### src/rtl/ttt_pkg.sv
// Shared tic-tac-toe definitions: controller states, winner codes and the
// eight three-in-a-row masks. Square n of the board lives in bit n-1.
package ttt_pkg;

  typedef enum logic [2:0] {
    PLAY  = 3'd0,
    CHECK = 3'd1,
    WRITE = 3'd2,
    EVAL  = 3'd3,
    DONE  = 3'd4
  } state_t;

  typedef enum logic [1:0] {
    WIN_NONE = 2'b00,
    WIN_X    = 2'b01,
    WIN_O    = 2'b10,
    WIN_DRAW = 2'b11
  } winner_t;

  // Rows 1-2-3, 4-5-6, 7-8-9; columns 1-4-7, 2-5-8, 3-6-9; diagonals 1-5-9, 3-5-7.
  localparam logic [7:0][8:0] WIN_LINES = {
    9'h007, 9'h038, 9'h1C0,
    9'h049, 9'h092, 9'h124,
    9'h111, 9'h054
  };

  localparam logic [8:0] FULL_BOARD = 9'h1FF;

endpackage

### src/rtl/move_controller_if.sv
// Bundle of the move request inputs and the board/status outputs.
// The controller connects through the slave modport, the driver of moves
// (position decoder / bench) through the master modport.
interface move_controller_if;

  logic        move_valid;
  logic [15:0] position_write;
  logic        clear;
  logic [8:0]  board_x;
  logic [8:0]  board_o;
  logic        turn;
  logic        illegal_move;
  logic        move_done;
  logic [1:0]  winner;
  logic        game_over;

  modport master (
    output move_valid, position_write, clear,
    input  board_x, board_o, turn, illegal_move, move_done, winner, game_over
  );

  modport slave (
    input  move_valid, position_write, clear,
    output board_x, board_o, turn, illegal_move, move_done, winner, game_over
  );

endinterface

### src/rtl/win_detector.sv
// Purely combinational three-in-a-row detector for one player's board.
module win_detector
  import ttt_pkg::*;
(
  input  logic [8:0] i_board,
  output logic       o_win
);

  // Flag a win as soon as any of the eight line masks is fully covered.
  always_comb begin
    o_win = 1'b0;
    for (int i = 0; i < 8; i++) begin
      if ((i_board & WIN_LINES[i]) == WIN_LINES[i]) begin
        o_win = 1'b1;
      end
    end
  end

endmodule

### src/rtl/move_controller.sv
// Tic-tac-toe move controller. A request is captured in PLAY, validated in
// CHECK, committed in WRITE and scored in EVAL; DONE holds the final board
// until a new game is requested with clear.
module move_controller
  import ttt_pkg::*;
(
  input  logic               clock,
  input  logic               reset,
  move_controller_if.slave   bus
);

  state_t      r_state;
  logic [15:0] r_captured;
  logic [8:0]  r_boardX;
  logic [8:0]  r_boardO;
  logic        r_turn;
  logic        r_illegalMove;
  logic        r_moveDone;
  winner_t     r_winner;
  logic        r_gameOver;

  logic [8:0]  w_occupied;
  logic [8:0]  w_moverBoard;
  logic        w_isZero;
  logic        w_badSquare;
  logic        w_multiHot;
  logic        w_hitsTaken;
  logic        w_reject;
  logic        w_win;
  logic        w_full;

  assign w_occupied   = r_boardX | r_boardO;
  assign w_isZero     = (r_captured == 16'd0);
  assign w_badSquare  = |r_captured[15:9];
  assign w_multiHot   = ((r_captured & (r_captured - 16'd1)) != 16'd0);
  assign w_hitsTaken  = |(r_captured[8:0] & w_occupied);
  assign w_reject     = w_isZero | w_badSquare | w_multiHot | w_hitsTaken;

  // In EVAL the mover's board already holds the new mark, and turn still
  // names the mover, so the detector only ever looks at that player.
  assign w_moverBoard = r_turn ? r_boardO : r_boardX;
  assign w_full       = (w_occupied == FULL_BOARD);

  win_detector u_winDetector (
    .i_board (w_moverBoard),
    .o_win   (w_win)
  );

  // Single FSM: reset and clear both return to an empty board, clear wins over any pending move.
  always_ff @(posedge clock or posedge reset) begin
    if (reset) begin
      r_state       <= PLAY;
      r_captured    <= 16'd0;
      r_boardX      <= 9'd0;
      r_boardO      <= 9'd0;
      r_turn        <= 1'b0;
      r_illegalMove <= 1'b0;
      r_moveDone    <= 1'b0;
      r_winner      <= WIN_NONE;
      r_gameOver    <= 1'b0;
    end else if (bus.clear) begin
      r_state       <= PLAY;
      r_captured    <= 16'd0;
      r_boardX      <= 9'd0;
      r_boardO      <= 9'd0;
      r_turn        <= 1'b0;
      r_illegalMove <= 1'b0;
      r_moveDone    <= 1'b0;
      r_winner      <= WIN_NONE;
      r_gameOver    <= 1'b0;
    end else begin
      r_illegalMove <= 1'b0;
      r_moveDone    <= 1'b0;
      case (r_state)
        PLAY: begin
          if (bus.move_valid) begin
            r_captured <= bus.position_write;
            r_state    <= CHECK;
          end
        end
        CHECK: begin
          if (w_reject) begin
            r_illegalMove <= 1'b1;
            r_state       <= PLAY;
          end else begin
            r_state <= WRITE;
          end
        end
        WRITE: begin
          if (r_turn) begin
            r_boardO <= r_boardO | r_captured[8:0];
          end else begin
            r_boardX <= r_boardX | r_captured[8:0];
          end
          r_state <= EVAL;
        end
        EVAL: begin
          if (w_win) begin
            r_winner   <= r_turn ? WIN_O : WIN_X;
            r_gameOver <= 1'b1;
            r_state    <= DONE;
          end else if (w_full) begin
            r_winner   <= WIN_DRAW;
            r_gameOver <= 1'b1;
            r_state    <= DONE;
          end else begin
            r_turn     <= ~r_turn;
            r_moveDone <= 1'b1;
            r_state    <= PLAY;
          end
        end
        DONE: begin
          r_state <= DONE;
        end
        default: begin
          r_state <= PLAY;
        end
      endcase
    end
  end

  assign bus.board_x      = r_boardX;
  assign bus.board_o      = r_boardO;
  assign bus.turn         = r_turn;
  assign bus.illegal_move = r_illegalMove;
  assign bus.move_done    = r_moveDone;
  assign bus.winner       = r_winner;
  assign bus.game_over    = r_gameOver;

endmodule

### src/flat_wrapper.sv
// flat-port wrapper written by rule: the top's interface ports become plain ports
module move_controller_flat import ttt_pkg::*;
  (clock, reset, bus_move_valid, bus_position_write, bus_clear, bus_board_x, bus_board_o, bus_turn, bus_illegal_move, bus_move_done, bus_winner, bus_game_over);
  move_controller_if bus_i ();
  input  logic clock;
  input  logic reset;
  input wire logic [$bits(bus_i.move_valid)-1:0] bus_move_valid;
  input wire logic [$bits(bus_i.position_write)-1:0] bus_position_write;
  input wire logic [$bits(bus_i.clear)-1:0] bus_clear;
  output wire logic [$bits(bus_i.board_x)-1:0] bus_board_x;
  output wire logic [$bits(bus_i.board_o)-1:0] bus_board_o;
  output wire logic [$bits(bus_i.turn)-1:0] bus_turn;
  output wire logic [$bits(bus_i.illegal_move)-1:0] bus_illegal_move;
  output wire logic [$bits(bus_i.move_done)-1:0] bus_move_done;
  output wire logic [$bits(bus_i.winner)-1:0] bus_winner;
  output wire logic [$bits(bus_i.game_over)-1:0] bus_game_over;
  assign bus_i.move_valid = bus_move_valid;
  assign bus_i.position_write = bus_position_write;
  assign bus_i.clear = bus_clear;
  assign bus_board_x = bus_i.board_x;
  assign bus_board_o = bus_i.board_o;
  assign bus_turn = bus_i.turn;
  assign bus_illegal_move = bus_i.illegal_move;
  assign bus_move_done = bus_i.move_done;
  assign bus_winner = bus_i.winner;
  assign bus_game_over = bus_i.game_over;
  move_controller u_core (.clock(clock), .reset(reset), .bus(bus_i));
endmodule
### config.mk
export PLATFORM = sky130hd
export DESIGN_NAME = move_controller_flat
export DESIGN_NICKNAME = d
export VERILOG_FILES = /design/src/rtl/ttt_pkg.sv /design/src/rtl/move_controller_if.sv /design/src/rtl/win_detector.sv /design/src/rtl/move_controller.sv /design/src/flat_wrapper.sv
export SDC_FILE = /design/constraint.sdc
export NUM_CORES = 1
export LEC_CHECK = 0
export ABC_AREA = 1
export CAP_MARGIN = 20
export CORE_ASPECT_RATIO = 1.1
export CORE_MARGIN = 2
export CORE_UTILIZATION = 45
export DETAILED_ROUTE_END_ITERATION = 6
export MAX_ROUTING_LAYER = met4
export PLACE_DENSITY = 0.71
export SYNTH_ARGS = -nofsm -noshare
export SYNTH_HDL_FRONTEND = slang
export SYNTH_HIERARCHICAL = 1
export SYNTH_SLANG_ARGS = --single-unit
### constraint.sdc
create_clock -name clock -period 2.3 [get_ports clock]
set_input_delay 0.345 -clock clock [delete_from_list [all_inputs] [get_ports clock]]
set_output_delay 0.345 -clock clock [all_outputs]
set_load 0.05 [all_outputs]
# After elaboration in Yosys (flattened, before gate mapping)
# Index checks and enable logic that the tools add are counted.
# W data, S select, Z words.
[word_totals]
in_bits = 20
out_inout_bits = 24
latch_bits = 0
romBits = 0
reg_bits = 43
wordCells = 96
memories = 0
ramBits = 0
[op_classes]
n_reduce_logical = 16
n_mul = 0
magnitude_cmp = 0
n_addsub = 1
n_mux = 44
n_eq_ne = 17
shifts = 0
bitwise_logic = 9
n_div = 0
[ops]
columns = ["op", "n"]
rows = [
  ["$mux W9", 7],
  ["$mux W16", 3],
  ["$eq A3 B3 Y1 const B", 9],
  ["$or A9 B9 Y9", 3],
  ["$mux W1", 23],
  ["$and A16 B16 Y16", 1],
  ["$logic_not A16 Y1", 1],
  ["$reduce_bool A16 Y1", 1],
  ["$sub A16 B1 Y16 const B", 1],
  ["$pmux W3 S5", 1],
  ["$mux W2", 6],
  ["$mux W3", 4],
  ["$reduce_bool A2 Y1", 5],
  ["$and A9 B9 Y9", 1],
  ["$eq A9 B9 Y1 const B", 1],
  ["$reduce_or A9 Y1", 1],
  ["$reduce_and A2 Y1", 4],
  ["$reduce_or A7 Y1", 1],
  ["$eq A3 B2 Y1 const B", 2],
  ["$ne A2 B2 Y1 const B", 3],
  ["$eq A3 B1 Y1 const B", 1],
  ["$logic_not A3 Y1", 1],
  ["$ne A3 B3 Y1 const B", 1],
  ["$or A1 B1 Y1", 3],
  ["3 further kinds", 3],
]

# Logic depth before layout (Yosys ltp)
# Gate-level depths: netlist (run 1).
[logic_depth]
depth_word = 13
depth_mapped = 17

# Cells and area by module
# The synthesis (run 1) kept the hierarchy.
[modules_own_cells]
columns = ["module", "cells_per_inst", "area_per_inst_um2", "seq_area_each_um2", "instances"]
rows = [
  ["move_controller", 298, 2214.6, 1076.0, 1],
  ["win_detector", 19, 75.1, 0.0, 1],
]

# Least setup slack after synthesis (run 1)
# No wires, ideal clock.
[synth_path]
path_type = "register -> register"
from = "register u_core.r_turn (netlist: u_core/bus.turn)"
to = "register u_core.r_winner[0] (netlist: u_core/bus.winner[0])"
synth_period_minus_slack_ns = 2.316
setup_time_ns = 0.119
slack_ns = -0.016
path_buffers = 2
arrival_time_ns = 2.197
path_stages_with_launch = 18
cell_sequence = "dfrtp_1 -> clkbuf_1 -> clkbuf_1 -> nand2_1 -> o21ai_0 -> nand2_1 -> nand2_1 -> nand2_1 -> nand2_1 -> inv_1 -> nand2_1 -> inv_1 -> nand2_1 -> nand2_1 -> nand2_1 -> inv_1 -> nand2_1 -> nand2_1"
[synth_via]
elab_chain_len = 13
elab_cells_between_ends = 23
cone_classes = "eq/ne (8); mux (13); reduce/logical (2)"
[synth_lines]
columns = ["item", "line", "source"]
rows = [
  ["from (decl)", "move_controller.sv:16", "logic r_turn;"],
  ["from (signal assigned)", "move_controller.sv:107", "r_turn <= ~r_turn;"],
  ["$mux W9 *", "move_controller.sv:41", "assign w_moverBoard = r_turn ? r_boardO : r_boardX;"],
  ["named net u_core.w_moverBoard[4]", "move_controller.sv:23", "logic [8:0] w_moverBoard;"],
  ["$eq A3 B3 Y1", "win_detector.sv:13", "if ((i_board & WIN_LINES[i]) == WIN_LINES[i]) begin"],
  ["$mux W1 (6 in series)", "win_detector.sv:13", ""],
  ["$mux W1 * (2 in series)", "win_detector.sv:13", ""],
  ["named net u_core.w_win", "move_controller.sv:29", "logic w_win;"],
  ["$mux W2", "move_controller.sv:98", "if (w_win) begin"],
  ["$mux W2", "move_controller.sv:74", "case (r_state)"],
  ["$mux W2", "move_controller.sv:61", "end else if (bus.clear) begin"],
  ["to (signal assigned)", "move_controller.sv:99", "r_winner <= r_turn ? WIN_O : WIN_X;"],
  ["to (decl)", "move_controller.sv:19", "winner_t r_winner;"],
]
# The timed path passes the listed nets; every way through them passes the cells marked *. The select of a mux whose other input is x is not followed.
# A chain may end at the register's enable or synchronous reset.

# Final worst setup path (run 1)
[layout_path]
from = "register u_core.r_turn (netlist: u_core/bus.turn)"
to = "output port bus_turn"
[layout_rtl]
columns = ["item", "line", "source"]
rows = [
  ["to (decl)", "flat_wrapper.sv:12", "output wire logic [$bits(bus_i.turn)-1:0] bus_turn;"],
]
# No word-level cell between the ends.

==> results of run 1 <==
-- worst max path at each step --
stage,start,end,slack [ns],cells after the start
3_5_place_dp,u_core/bus.turn,u_core/bus.winner[1],0.41,14
3_3_place_gp,u_core/bus.turn,u_core/bus.winner[1],0.50,14
6_report,u_core/bus.turn,bus_turn,0.23,1
5_1_grt,u_core/bus.turn,u_core/bus.winner[1],0.07,14
4_1_cts,u_core/bus.turn,bus_turn,0.21,1
2_1_floorplan,u_core/bus.turn,u_core/bus.winner[0],0.13,17
-- Yosys cell counts --
cell type	n	area [sq um]
inv_1	45	169
nand3_2	2	20.0
buf_6	1	11.3
nand3_1	22	110
nor3_1	3	15.0
buf_2	4	20.0
o211a_1	1	10.0
nand2_2	3	18.8
nand2_1	79	297
nor2_2	7	43.8
a21oi_1	25	125
o21ai_0	26	130
nand4_1	2	12.5
clkbuf_1	3	11.3
inv_2	2	7.51
dfrtp_1	43	1080
a21oi_2	1	8.76
and3_1	1	6.26
and2_1	1	6.26
o21ai_1	2	10.0
dlymetal6s2s_1	1	12.5
nor2_4	1	11.3
nor2_1	42	158
-- power groups by stage --
stage,registers [mW],clock network (mW),logic (mW)
floorplan,0.838,0,0.153
finish,0.818,0.464,0.242
global placement,0.832,0,0.241
CTS,0.817,0.475,0.245
global route,0.822,0.513,0.276
detailed placement,0.832,0,0.244
-- routing by layer --
metal,share of wire,vias up,track usage
met5,0,-,-
met4,0.0095,0,0.0528
met3,0.052,6,0.0406
met2,0.49,59,0.331
met1,0.45,964,0.263
li1,-,1082,-
-- through the flow --
stage | hold WS (ns) | utilization
2_1_floorplan | 0.479 | -
3_3_place_gp | 0.463 | 0.556
3_5_place_dp | 0.471 | 0.556
4_1_cts | 0.491 | 0.572
5_1_grt | 0.519 | 0.572
6_report | 0.482 | 0.572
-- layout make-up --
| cell class | count | area, sq um | area share |
|---|---|---|---|
| clock buffer | 7 | 76.3 | 0.0268 |
| multi-input combinational | 218 | 982 | 0.346 |
| timing repair buffer | 46 | 453 | 0.159 |
| clock inverter | 1 | 5.00 | 0.00176 |
| tap | 58 | 72.6 | 0.0255 |
| sequential | 43 | 1080 | 0.379 |
| inverter | 47 | 176 | 0.0621 |
-- cells by family (layout without fill, tap and decap cells) --
family                 after synthesis  count (layout)
AOI/OAI and AO/OA                   55              55
buffers and inverters               56             101
DFF                                 43              43
and+or+nand+nor                    163             163
-- flip-flops by register name, summed over array words and instances (netlist names) --
register and flops:
u_core/r_captured 16, u_core/bus.board_x 9, u_core/bus.game_over 1, u_core/bus.move_done 1, u_core/bus.board_o 9, u_core/r_state 3
u_core/bus.winner 2, u_core/bus.turn 1, u_core/bus.illegal_move 1
==> results.cfg, run 1 <==
[placed_design]
gp_congestion = 0.852
dp.cells = 412
dpl_worst_slack_ns = 0.410
portBuffers = 43
dp_hpwl_mm = 3.91
dpl_cell_area_sq_um = 2760

[floorplanning]
core_region_area_sq_um = 4970
dieArea_sq_um = 5680
die_h_microns = 78.8
top_level_ports = 44
die_w_microns = 72.0
row_count = 27
start_util = 0.461

[power]
power_switching_share = 0.285
pwr-share-seq = 0.537
p_int_mw = 1.09
combPwrFrac = 0.159
netSwitchingPower_mw = 0.434
total_power_mw = 1.52
p_per_area_nw_per_um2 = 536
p_leak_nw = 1.28
ir_worst_vdd_mv = 0.294
p_clk_frac = 0.305

[final_layout]
nFillCells = 482
syn2layout_area_growth_pct = 24.2
mostFrequentLayoutCells = nand2_1, inv_1, clkdlybuf4s50_1
drive_above_1_share = 0.0718
final_nets = 381
layout_commonest_cell = nand2_1
diodes = 0
final_area_sq_um = 2840
final_cells = 420

[worst_setup_path]
worstRegToRegCells = 14
endpoint_kind = output port
reg2reg_setup_slack_ns = 0.32
crit_family = buffers and inverters
cp_cell_sequence = clkdlybuf4s50_1
slowest_stage = clkdlybuf4s50_1
critical_path.max_stage_delay_ns = 0.87
setup.worst_path.start_class = register
worstReg2RegEnd = u_core/bus.winner[0]
cp_max_fo = 22
cp.arrival_ns = 1.73
cp_num_buf_inv = 1
critPathKind = register to output port
reg2reg_from = u_core/bus.turn
required_ns = 1.96

[synthesis]
syn-num-nets = 337
synth_fa_ha_area_frac = 0
synth_top_family_by_area = simple AND/OR/NAND/NOR gates
synth_area_sq_um = 2290
ys_warn_count = 6
syn_area_per_cell_sq_um = 7.22
synth_compound_area_frac = 0.124
synth_cell_types = 23
synthMuxAreaShare = 0
synthXorXnorAreaFrac = 0
synthCells = 317
yosysSeqAreaShare = 0.470
synth-simple-area-share = 0.305
ys_ff_latch = 43

[timing]
drv_slew = 0
maxSlewHeadroom = 0.634
fmax_ghz = 0.482
fin_crit_sh = 0.901
worst_pin_slew_ns = 0.549
hold_viol = 0
fin_crit_ns = 2.07
finClkSkew_ns = 0.00487
tns_ns = 0
rsz0062_at_grt = false
setup_violations = 0
setup_ws_ns = 0.227

[clock_network]
post-cts-setup-buffer-count = 0
cts_hold_buf = 0
ctsRootBufferMaster = clkbuf_8
cts_buffers = 5
clk_latency_ns = 0.29
cts_max_level = 2
cts_sinks = 43
cts_buffer_depth = 2
cts_resized = 0
cts_tree = built
clk_pin_slew_ns = 0.08

[routing]
first_iter_violations = 205
viasPerCell = 5.03
first_pass_iters = 4
drc = 0
vias = 2111
routedWlPerCell_microns = 12.6
ant_nets = 0
drt_wl_total_mm = 5.29

[run]
drv_cap = 0

[hold_path]
min_path_type = primary input to asynchronous set/reset pin

[grt]
grt_start_max_net_pins = 44
overflow = 0
grt_first_pass_wirelength_mm = 8.89
grt_pass1_vias = 1944
antenna_found_initial = 0
grt_usage = 0.204

[status]
status = complete, no violations
Note: power is estimated with default switching activity, not from simulation.
==> run 2: changes to the inputs <==
--- a/config.mk
+++ b/config.mk
@@ -7,12 +7,14 @@
 export LEC_CHECK = 0
 export ABC_AREA = 1
 export CAP_MARGIN = 20
+export CELL_PAD_IN_SITES_DETAIL_PLACEMENT = 0
+export CELL_PAD_IN_SITES_GLOBAL_PLACEMENT = 1
 export CORE_ASPECT_RATIO = 1.1
 export CORE_MARGIN = 2
-export CORE_UTILIZATION = 45
+export CORE_UTILIZATION = 37
 export DETAILED_ROUTE_END_ITERATION = 6
 export MAX_ROUTING_LAYER = met4
-export PLACE_DENSITY = 0.71
+export PLACE_DENSITY_LB_ADDON = 0.1
 export SYNTH_ARGS = -nofsm -noshare
 export SYNTH_HDL_FRONTEND = slang
 export SYNTH_HIERARCHICAL = 1
==> results.cfg, run 2 (synthesized netlist as in run 1, its figures left out) <==
[status]
status = complete, no violations

[clock_network]
clk_latency_ns = 0.29
cts_hold_buf = 0
post-cts-setup-buffer-count = 0
cts_max_level = 2
ctsRootBufferMaster = clkbuf_8
cts_sinks = 43
cts_resized = 0
clk_pin_slew_ns = 0.09
cts_buffer_depth = 2
cts_tree = built
cts_buffers = 5

[routing]
routedWlPerCell_microns = 12.8
viasPerCell = 4.71
first_pass_iters = 4
drt_wl_total_mm = 5.64
drc = 0
first_iter_violations = 69
vias = 2081
ant_nets = 0

[worst_setup_path]
critPathKind = register to output port
crit_start = u_core/bus.turn
critical_path.max_stage_delay_ns = 0.88
worstRegToRegCells = 14
cp_num_buf_inv = 1
worstReg2RegEnd = u_core/bus.winner[0]
reg2reg_from = u_core/bus.turn
setup.worst_path.end = bus_turn
slowest_stage = clkdlybuf4s50_1
crit_family = buffers and inverters
cp_max_fo = 22
endpoint_kind = output port
path_depth = 1
required_ns = 1.96
setup.worst_path.start_class = register
cp.arrival_ns = 1.76
reg2reg_setup_slack_ns = 0.37
cp_cell_sequence = clkdlybuf4s50_1

[placed_design]
portBuffers = 43
dp_hpwl_mm = 4.22
dpl_cell_area_sq_um = 2790
gp_congestion = 0.914

[timing]
fin_crit_sh = 0.913
tns_ns = 0
rsz0062_at_grt = false
maxSlewHeadroom = 0.635
fin_crit_ns = 2.10
fmax_ghz = 0.476
drv_slew = 0
finClkSkew_ns = 0.00999
worst_hold_slack_ns = 0.474
worst_pin_slew_ns = 0.547
setup_violations = 0
hold_viol = 0

[grt]
grt_usage = 0.184
grtUsageMet2 = 0.290
grt_pass1_vias = 1939
antenna_found_initial = 0
overflow = 0
grt_first_pass_wirelength_mm = 9.41
busiest_layer = met2
use_met3 = 0.0406
gr-usage-met1 = 0.233
grt_start_max_net_pins = 44

[final_layout]
diodes = 0
layout_commonest_cell = nand2_1
final_nets = 381
largest_reg_flops = 16
drive_above_1_share = 0.0718
post-route-util = 0.476
largest_register = u_core/r_captured
mostFrequentLayoutCells = nand2_1, inv_1, clkdlybuf4s50_1
final_area_sq_um = 2900
syn2layout_area_growth_pct = 26.4

[floorplanning]
die_w_microns = 79.0
dieArea_sq_um = 6830
die_h_microns = 86.5
start_util = 0.377
top_level_ports = 44
core_region_area_sq_um = 6080
row_count = 30

[hold_path]
min_path_type = primary input to asynchronous set/reset pin

[power]
p_per_area_nw_per_um2 = 568
ir_worst_vdd_mv = 0.249
p_leak_nw = 1.29

[run]
drv_cap = 0
==> run 2: cell types whose count changed in the layout (fill, tap and decap cells not counted), sizes merged <==
cell    change
bufinv      +1
inv         -1
==> run 2: layer usage <==
metal	vias up	part of all wire
met5	-	0
met4	0	0.022
met3	10	0.036
met2	47	0.48
met1	948	0.46
li1	1076	-
==> run 2: final cells by class <==
class / count / area [sq um]
clock buffers: 7 / 76.3
clock inverters: 1 / 30.0
fillers: 650 / 3190
inverters: 47 / 176
multi-input cells: 218 / 982
flip-flops and latches: 43 / 1080
well taps: 80 / 100
repair buffers: 46 / 453
==> run 2: where the power goes <==
part,total [mW],switching (mW),internal (mW)
registers,0.818,0.0349,0.783
clock network,0.584,0.258,0.325
logic,0.244,0.151,0.0929
total,1.65,0.444,1.20
==> run 2: per-stage QoR <==
step	instances	total power, mW	worst slack (ns)
floorplan	317	0.991	0.125
global placement	434	1.08	0.454
detailed placement	434	1.08	0.382
CTS	442	1.67	0.180
global route	442	1.73	0.0124
finish	442	1.65	0.200
==> run 2: worst min-delay path by stage <==
stage	to	startpoint	cells past startpoint
after CTS	u_core/bus.winner[1]	u_core/bus.winner[1]	2
after global placement	u_core/bus.winner[0]	u_core/bus.winner[0]	2
after detailed placement	u_core/bus.winner[1]	u_core/bus.winner[1]	2
final	u_core/bus.board_o[5]	reset	3
after global routing	u_core/bus.winner[0]	u_core/bus.winner[0]	2
after floorplan	u_core/r_captured[13]	u_core/r_captured[13]	2
